===== src/rtl/board_state_pkg.sv =====
// Purpose: shared game constants for the tic-tac-toe turn logic (cell/content/outcome codes, FSM states).
// Latency: n/a (constants and pure combinational helpers only).
// Backpressure: n/a.
package board_state_pkg;

  // Cell codes, row-major; 0 and 10..15 are not cells
  localparam logic [3:0] CELL_A1 = 4'd1;
  localparam logic [3:0] CELL_A2 = 4'd2;
  localparam logic [3:0] CELL_A3 = 4'd3;
  localparam logic [3:0] CELL_B1 = 4'd4;
  localparam logic [3:0] CELL_B2 = 4'd5;
  localparam logic [3:0] CELL_B3 = 4'd6;
  localparam logic [3:0] CELL_C1 = 4'd7;
  localparam logic [3:0] CELL_C2 = 4'd8;
  localparam logic [3:0] CELL_C3 = 4'd9;

  // Cell contents
  localparam logic [1:0] CELL_EMPTY = 2'b00;
  localparam logic [1:0] CELL_P1    = 2'b01;
  localparam logic [1:0] CELL_P2    = 2'b10;

  // Game outcome codes
  localparam logic [1:0] OUTCOME_IN_PROGRESS = 2'b00;
  localparam logic [1:0] OUTCOME_WIN         = 2'b01;
  localparam logic [1:0] OUTCOME_LOSE        = 2'b10;
  localparam logic [1:0] OUTCOME_TIE         = 2'b11;

  // Number of moves that fills the board
  localparam logic [3:0] FULL_COUNT = 4'd9;

  typedef enum logic [2:0] {
    ST_IDLE   = 3'd0,
    ST_CHECK  = 3'd1,
    ST_WRITE  = 3'd2,
    ST_EVAL   = 3'd3,
    ST_REJECT = 3'd4,
    ST_OVER   = 3'd5
  } state_t;

  function automatic logic cell_legal(input logic [3:0] code);
    return (code >= CELL_A1) && (code <= CELL_C3);
  endfunction

  // Content of the cell named by code; illegal codes read as empty
  function automatic logic [1:0] cell_at(input logic [17:0] b, input logic [3:0] code);
    logic [1:0] c;
    c = CELL_EMPTY;
    for (int k = 1; k <= 9; k++) begin
      if (code == k[3:0]) c = b[2*k-2 +: 2];
    end
    return c;
  endfunction

  function automatic logic [1:0] player_code(input logic who);
    return who ? CELL_P2 : CELL_P1;
  endfunction

endpackage


===== src/rtl/board_state_line_checker.sv =====
// Purpose: flags a completed row, column or diagonal for each player.
// Latency: purely combinational.
// Backpressure: none.
module line_checker
  import board_state_pkg::*;
(
  input  logic [17:0] board,
  output logic        p1_line,
  output logic        p2_line
);

  localparam logic [3:0] LINES [8][3] = '{
    '{CELL_A1, CELL_A2, CELL_A3},
    '{CELL_B1, CELL_B2, CELL_B3},
    '{CELL_C1, CELL_C2, CELL_C3},
    '{CELL_A1, CELL_B1, CELL_C1},
    '{CELL_A2, CELL_B2, CELL_C2},
    '{CELL_A3, CELL_B3, CELL_C3},
    '{CELL_A1, CELL_B2, CELL_C3},
    '{CELL_A3, CELL_B2, CELL_C1}
  };

  // Scan all eight lines for three matching marks of either player
  always_comb begin
    p1_line = 1'b0;
    p2_line = 1'b0;
    for (int l = 0; l < 8; l++) begin
      if (cell_at(board, LINES[l][0]) == CELL_P1 &&
          cell_at(board, LINES[l][1]) == CELL_P1 &&
          cell_at(board, LINES[l][2]) == CELL_P1) p1_line = 1'b1;
      if (cell_at(board, LINES[l][0]) == CELL_P2 &&
          cell_at(board, LINES[l][1]) == CELL_P2 &&
          cell_at(board, LINES[l][2]) == CELL_P2) p2_line = 1'b1;
    end
  end

endmodule


===== src/rtl/board_state.sv =====
// Purpose: holds the 3x3 board, validates and commits moves, tracks turn order and game outcome.
// Latency: accept 3 cycles after the request edge, reject 2 (1 once the game is over); outcome 1 cycle after accept.
// Backpressure: busy high outside IDLE; requests while busy are dropped, never queued (OVER answers each with reject).
module board_state
  import board_state_pkg::*;
#(
  parameter bit ENFORCE_TURNS = 1'b1
) (
  input  logic        clk,
  input  logic        rst,
  input  logic [3:0]  move,
  input  logic        move_valid,
  input  logic        user,
  output logic        busy,
  output logic        accept,
  output logic        reject,
  output logic [17:0] board,
  output logic [1:0]  outcome
);

  state_t     state, state_nxt;
  logic [3:0] move_q;
  logic       user_q;
  logic [3:0] count;
  logic       last_user;
  logic       p1_line, p2_line;
  logic [1:0] outcome_eval;
  logic       move_bad;

  line_checker u_line_checker (
    .board   (board),
    .p1_line (p1_line),
    .p2_line (p2_line)
  );

  // Outcome the current board implies; a line beats a full board so a 9th-move win is never a tie
  always_comb begin
    outcome_eval = OUTCOME_IN_PROGRESS;
    if (p1_line)                  outcome_eval = OUTCOME_WIN;
    else if (p2_line)             outcome_eval = OUTCOME_LOSE;
    else if (count == FULL_COUNT) outcome_eval = OUTCOME_TIE;
  end

  // Reasons to refuse the captured move: bad code, occupied cell, or same player twice
  always_comb begin
    move_bad = !cell_legal(move_q) ||
               (cell_at(board, move_q) != CELL_EMPTY) ||
               (ENFORCE_TURNS && (count != 4'd0) && (user_q == last_user));
  end

  // Next-state logic of the move pipeline
  always_comb begin
    state_nxt = state;
    case (state)
      ST_IDLE:   if (move_valid) state_nxt = ST_CHECK;
      ST_CHECK:  state_nxt = move_bad ? ST_REJECT : ST_WRITE;
      ST_WRITE:  state_nxt = ST_EVAL;
      ST_EVAL:   state_nxt = (outcome_eval != OUTCOME_IN_PROGRESS) ? ST_OVER : ST_IDLE;
      ST_REJECT: state_nxt = ST_IDLE;
      ST_OVER:   state_nxt = ST_OVER;
      default:   state_nxt = ST_IDLE;
    endcase
  end

  // State register and registered status pulses, aligned with the state they describe
  always_ff @(posedge clk or negedge rst) begin
    if (!rst) begin
      state  <= ST_IDLE;
      busy   <= 1'b0;
      accept <= 1'b0;
      reject <= 1'b0;
    end else begin
      state  <= state_nxt;
      busy   <= (state_nxt != ST_IDLE);
      accept <= (state_nxt == ST_EVAL);
      reject <= (state_nxt == ST_REJECT) || ((state == ST_OVER) && move_valid);
    end
  end

  // Request capture, board write, move bookkeeping and outcome update
  always_ff @(posedge clk or negedge rst) begin
    if (!rst) begin
      move_q    <= 4'd0;
      user_q    <= 1'b0;
      count     <= 4'd0;
      last_user <= 1'b0;
      board     <= '0;
      outcome   <= OUTCOME_IN_PROGRESS;
    end else begin
      if (state == ST_IDLE && move_valid) begin
        move_q <= move;
        user_q <= user;
      end
      if (state == ST_WRITE) begin
        for (int k = 1; k <= 9; k++) begin
          if (move_q == k[3:0]) board[2*k-2 +: 2] <= player_code(user_q);
        end
        count     <= (count == FULL_COUNT) ? count : count + 4'd1;
        last_user <= user_q;
      end
      if (state == ST_EVAL) outcome <= outcome_eval;
    end
  end

endmodule


===== config.mk =====
export PLATFORM = sky130hd
export DESIGN_NAME = board_state
export DESIGN_NICKNAME = d
export VERILOG_FILES = /design/src/rtl/board_state_pkg.sv /design/src/rtl/board_state_line_checker.sv /design/src/rtl/board_state.sv
export SDC_FILE = /design/constraint.sdc
export NUM_CORES = 1
export LEC_CHECK = 0
export ABC_CLOCK_PERIOD_IN_PS = 2000
export CORE_AREA = 2 2 93 95
export DETAILED_ROUTE_END_ITERATION = 7
export DIE_AREA = 0 0 95 97
export GPL_TIMING_DRIVEN = 0
export HOLD_SLACK_MARGIN = 0.02
export PLACE_DENSITY = 0.48
export SYNTH_ARGS = -nofsm -noshare
export SYNTH_HDL_FRONTEND = slang
export SYNTH_SLANG_ARGS = --single-unit

===== constraint.sdc =====
create_clock -name clk -period 2 [get_ports clk]
set_clock_uncertainty 0.1 [all_clocks]
set_input_delay 0.2 -clock clk [delete_from_list [all_inputs] [get_ports clk]]
set_output_delay 0.2 -clock clk [all_outputs]
set_load 0.1 [all_outputs]

==> impl_metrics.tcl <==
set metrics [dict create \
    synth_async_reset_ratio_pct 100 \
    diodes 0 \
    cp-endpoint "board[8]" \
    initial_util_pct 24.8 \
    post-route-worst-setup-slack_ps 48.6 \
    dpl.hpwl_mm 3.73 \
    ant_nets 0 \
    worst-slew-pin-transition_ps 977 \
    setup_violations 0 \
    post_synth_xor_xnor_area_pct 1.74 \
    synth-main-ff-cell "sky130_fd_sc_hd__dfrtp_1" \
    final_common_cell "sky130_fd_sc_hd__dlygate4sd2_1" \
    nFillCells 853 \
    required_time_at_the_worst_slack_endpoint_ps 1700 \
    synth-edff-count 0 \
    num_vias 1685 \
    cp_num_buf_inv 1 \
    use_met2_pct 19.6 \
    placeableCoreArea_sq_um 8130 \
    grt_remaining_overflow 0 \
    routedWlPerCell_microns 15.3 \
    synth_nets 209 \
    global_route.usage.met3_pct 2.02 \
    chipHeight_microns 97 \
    grt_antenna_before_repair 0 \
    die_area_sq_um 9220 \
    outcome "completed" \
    register_area_sq_um 926 \
    drt-initial-drc-count 111 \
    multiInputGateArea_sq_um 1060 \
    syn_area_sq_um 2020 \
    first_pass_grt_wire_length_mm 8.81 \
    crit_path_max_fanout 10 \
    clock-root-buffer "sky130_fd_sc_hd__clkbuf_8" \
    internal_reg_to_reg_setup_slack_ps 70 \
    fraction_of_layout_cells_with_a_size_suffix_above_1_pct 25.0 \
    ys.warnings.count 0 \
    timing_max_transition_violations_final 0 \
    avgSynthCellArea_sq_um 10.2 \
    final_area_sq_um 2600 \
    tritoncts_clock_tree "built" \
    critPathLaunch "board[8]" \
    path_cells "dlygate4sd2_1" \
    end_kind "primary output" \
    relSlewSlack_pct 35.1 \
    cp_slowest_cell "sky130_fd_sc_hd__dlygate4sd2_1" \
    report.final.hold_viol_count 0 \
    drt-total-wl_mm 5.33 \
    r2r-end "board[5]" \
    number_of_buffers_inserted_during_clock_tree_synthesis 5 \
    routabilityCongestion 0.768 \
    clock_sink_count 36 \
    setup.worst_path.class "flip-flop to primary output" \
    number_of_register_bits_inferred_by_synthesis 36 \
    setup.worst_path.start_class "flip-flop" \
    synth.lib_cells_used.distinct 41 \
    slowest_stage_delay_cp_ps 880 \
    mostFrequentLayoutCells "sky130_fd_sc_hd__dlygate4sd2_1, sky130_fd_sc_hd__dfrtp_1, sky130_fd_sc_hd__mux2_2" \
    max-clock-path-buffers 2 \
    post_drt_via_cell_ratio 4.83 \
    global_route.peak_usage_layer "met2" \
    portBuffers 30 \
    max_cap_violations 0 \
    final.period_utilization_pct 97.6 \
    synth_fa_ha_area_share_pct 1.86 \
    drcViolationCount 0 \
    post_synth_mux_area_share_pct 10.4 \
    detail_route.first_pass.iterations 4 \
    post-route-util_pct 32.0 \
    aggregate_global_route_resource_usage_pct 12.2 \
    post_dp_cell_area_sq_um 2470 \
    critical_path_depth 1 \
    combinational_family_with_the_most_area_after_synthesis "simple AND/OR/NAND/NOR gates" \
    synth_simple_gate_area_share_pct 25.6 \
    grt_use_met1_pct 16.7 \
    grt_start_max_net_pins 37 \
    r2r_start "state[2]" \
    clkTransAtPathRegs_ps 80 \
    holdCritPathClass "flip-flop to flip-flop" \
    ff2ff_path_depth 6 \
    timing.critical_path.arrival_ps 1650 \
    period_needed_ps 1950 \
    worst_skew_pair.late_latency_ps 290 \
    first_global_vias 1669 \
    areaGrowthSynthToFinish_pct 29.1 \
    timing.fmax_mhz 512 \
    share_of_synthesized_area_occupied_by_flip_flops_and_latches_pct 44.7 \
    core.rowCount 33 \
    path_delay_family "buffers and inverters" \
    num-nets-final 254 \
    fp.dieW_microns 95 \
    post_synthesis_compound_gate_area_fraction_pct 12.3 \
    postSynthCellCount 198 \
    cts_htree_levels 2 \
    io_pins 31 \
    dp_slack_ps -52.8 \
]
[tightest hold or removal path, cell delays in order (launching register included)]
cell	delay, ps
sky130_fd_sc_hd__dfrtp_1	340
sky130_fd_sc_hd__nand2_1	50
sky130_fd_sc_hd__o31ai_1	50
[Yosys cell counts, drive strengths merged, types with 2 or more instances]
cell,number,area share (%)
mux2i,3,1.5
nor4b,3,1.3
clkbuf,6,1.2
a31oi,8,2.5
ha,3,1.9
o31ai,2,0.74
nand4,3,0.93
nor3,9,2.5
o21ai,9,2.2
nand2b,3,0.93
nand3b,2,0.74
a21oi,11,2.7
inv,8,1.5
buf,3,0.74
nor4bb,13,6.5
nand3,4,0.99
dfrtp,36,45
o211ai,2,0.74
xnor2,3,1.3
and4bb,4,2.5
nand2,15,2.8
nor2b,12,3.7
mux2,16,8.9
nor2,7,1.4
[cell families after synthesis]
kind of cell             count (synthesis)
XOR/XNOR                                 4
AO/OA/AOI/OAI                           40
AND/OR/NAND/NOR                         79
multiplexers                            19
adder cells (fa/ha/maj)                  3
buffers and inverters                   17
flip-flops                              36
[worst min path at each step]
stage	from	to	slack, ps	cells past startpoint
2_1_floorplan	rst	accept	-200	0
3_3_place_gp	outcome[1]	outcome[1]	370	2
3_5_place_dp	rst	board[9]	250	1
4_1_cts	outcome[1]	outcome[1]	390	2
5_1_grt	move[1]	move_q[1]	420	2
6_report	outcome[1]	outcome[1]	380	2
[area by class of cell]
cell class | count | area share (%)
Timing Repair Buffer | 38 | 12.7
Inverter | 8 | 1.15
Clock inverter | 2 | 0.481
Sequential cell | 36 | 35.6
Buffer | 9 | 1.54
Tap cell | 105 | 5.05
Clock buffer | 6 | 2.79
Multi-Input combinational cell | 145 | 40.7
[sequential cells by signal (all words and copies together), names as in the netlist]
register / count
last_user: 1
outcome: 2
reject: 1
user_q: 1
state: 3
accept: 1
move_q: 4
board: 18
busy: 1
count: 4
[routing by layer]
metal  up-vias  wire length, microns
li1        822                     -
met1       823                  2400
met2        34                  2690
met3         6                   172
met4         0                    71
met5         -                     0
[through the flow]
stage                     setup TNS (ps)  hold WS, ps  std cells
after floorplan                        0         -196        198
after global placement            -13270          373        333
after detailed placement            -254          251        333
after CTS                              0          390        344
after global routing               -35.4          420        349
final                                  0          375        349
[repair_timing]
action | in CTS | in global routing
setup endpoints to repair | 24 | 10
endpoints found under the hold margin | 36 | 0
hold buffers | 1 | 0
setup buffers | 2 | 5
cloned | 0 | 0
resized for setup | 23 | 5
pin swaps | 1 | 0
Power is left out: the tool's default activity adds up to more than one toggle a clock period on the data nets, which glitch-free logic cannot reach.
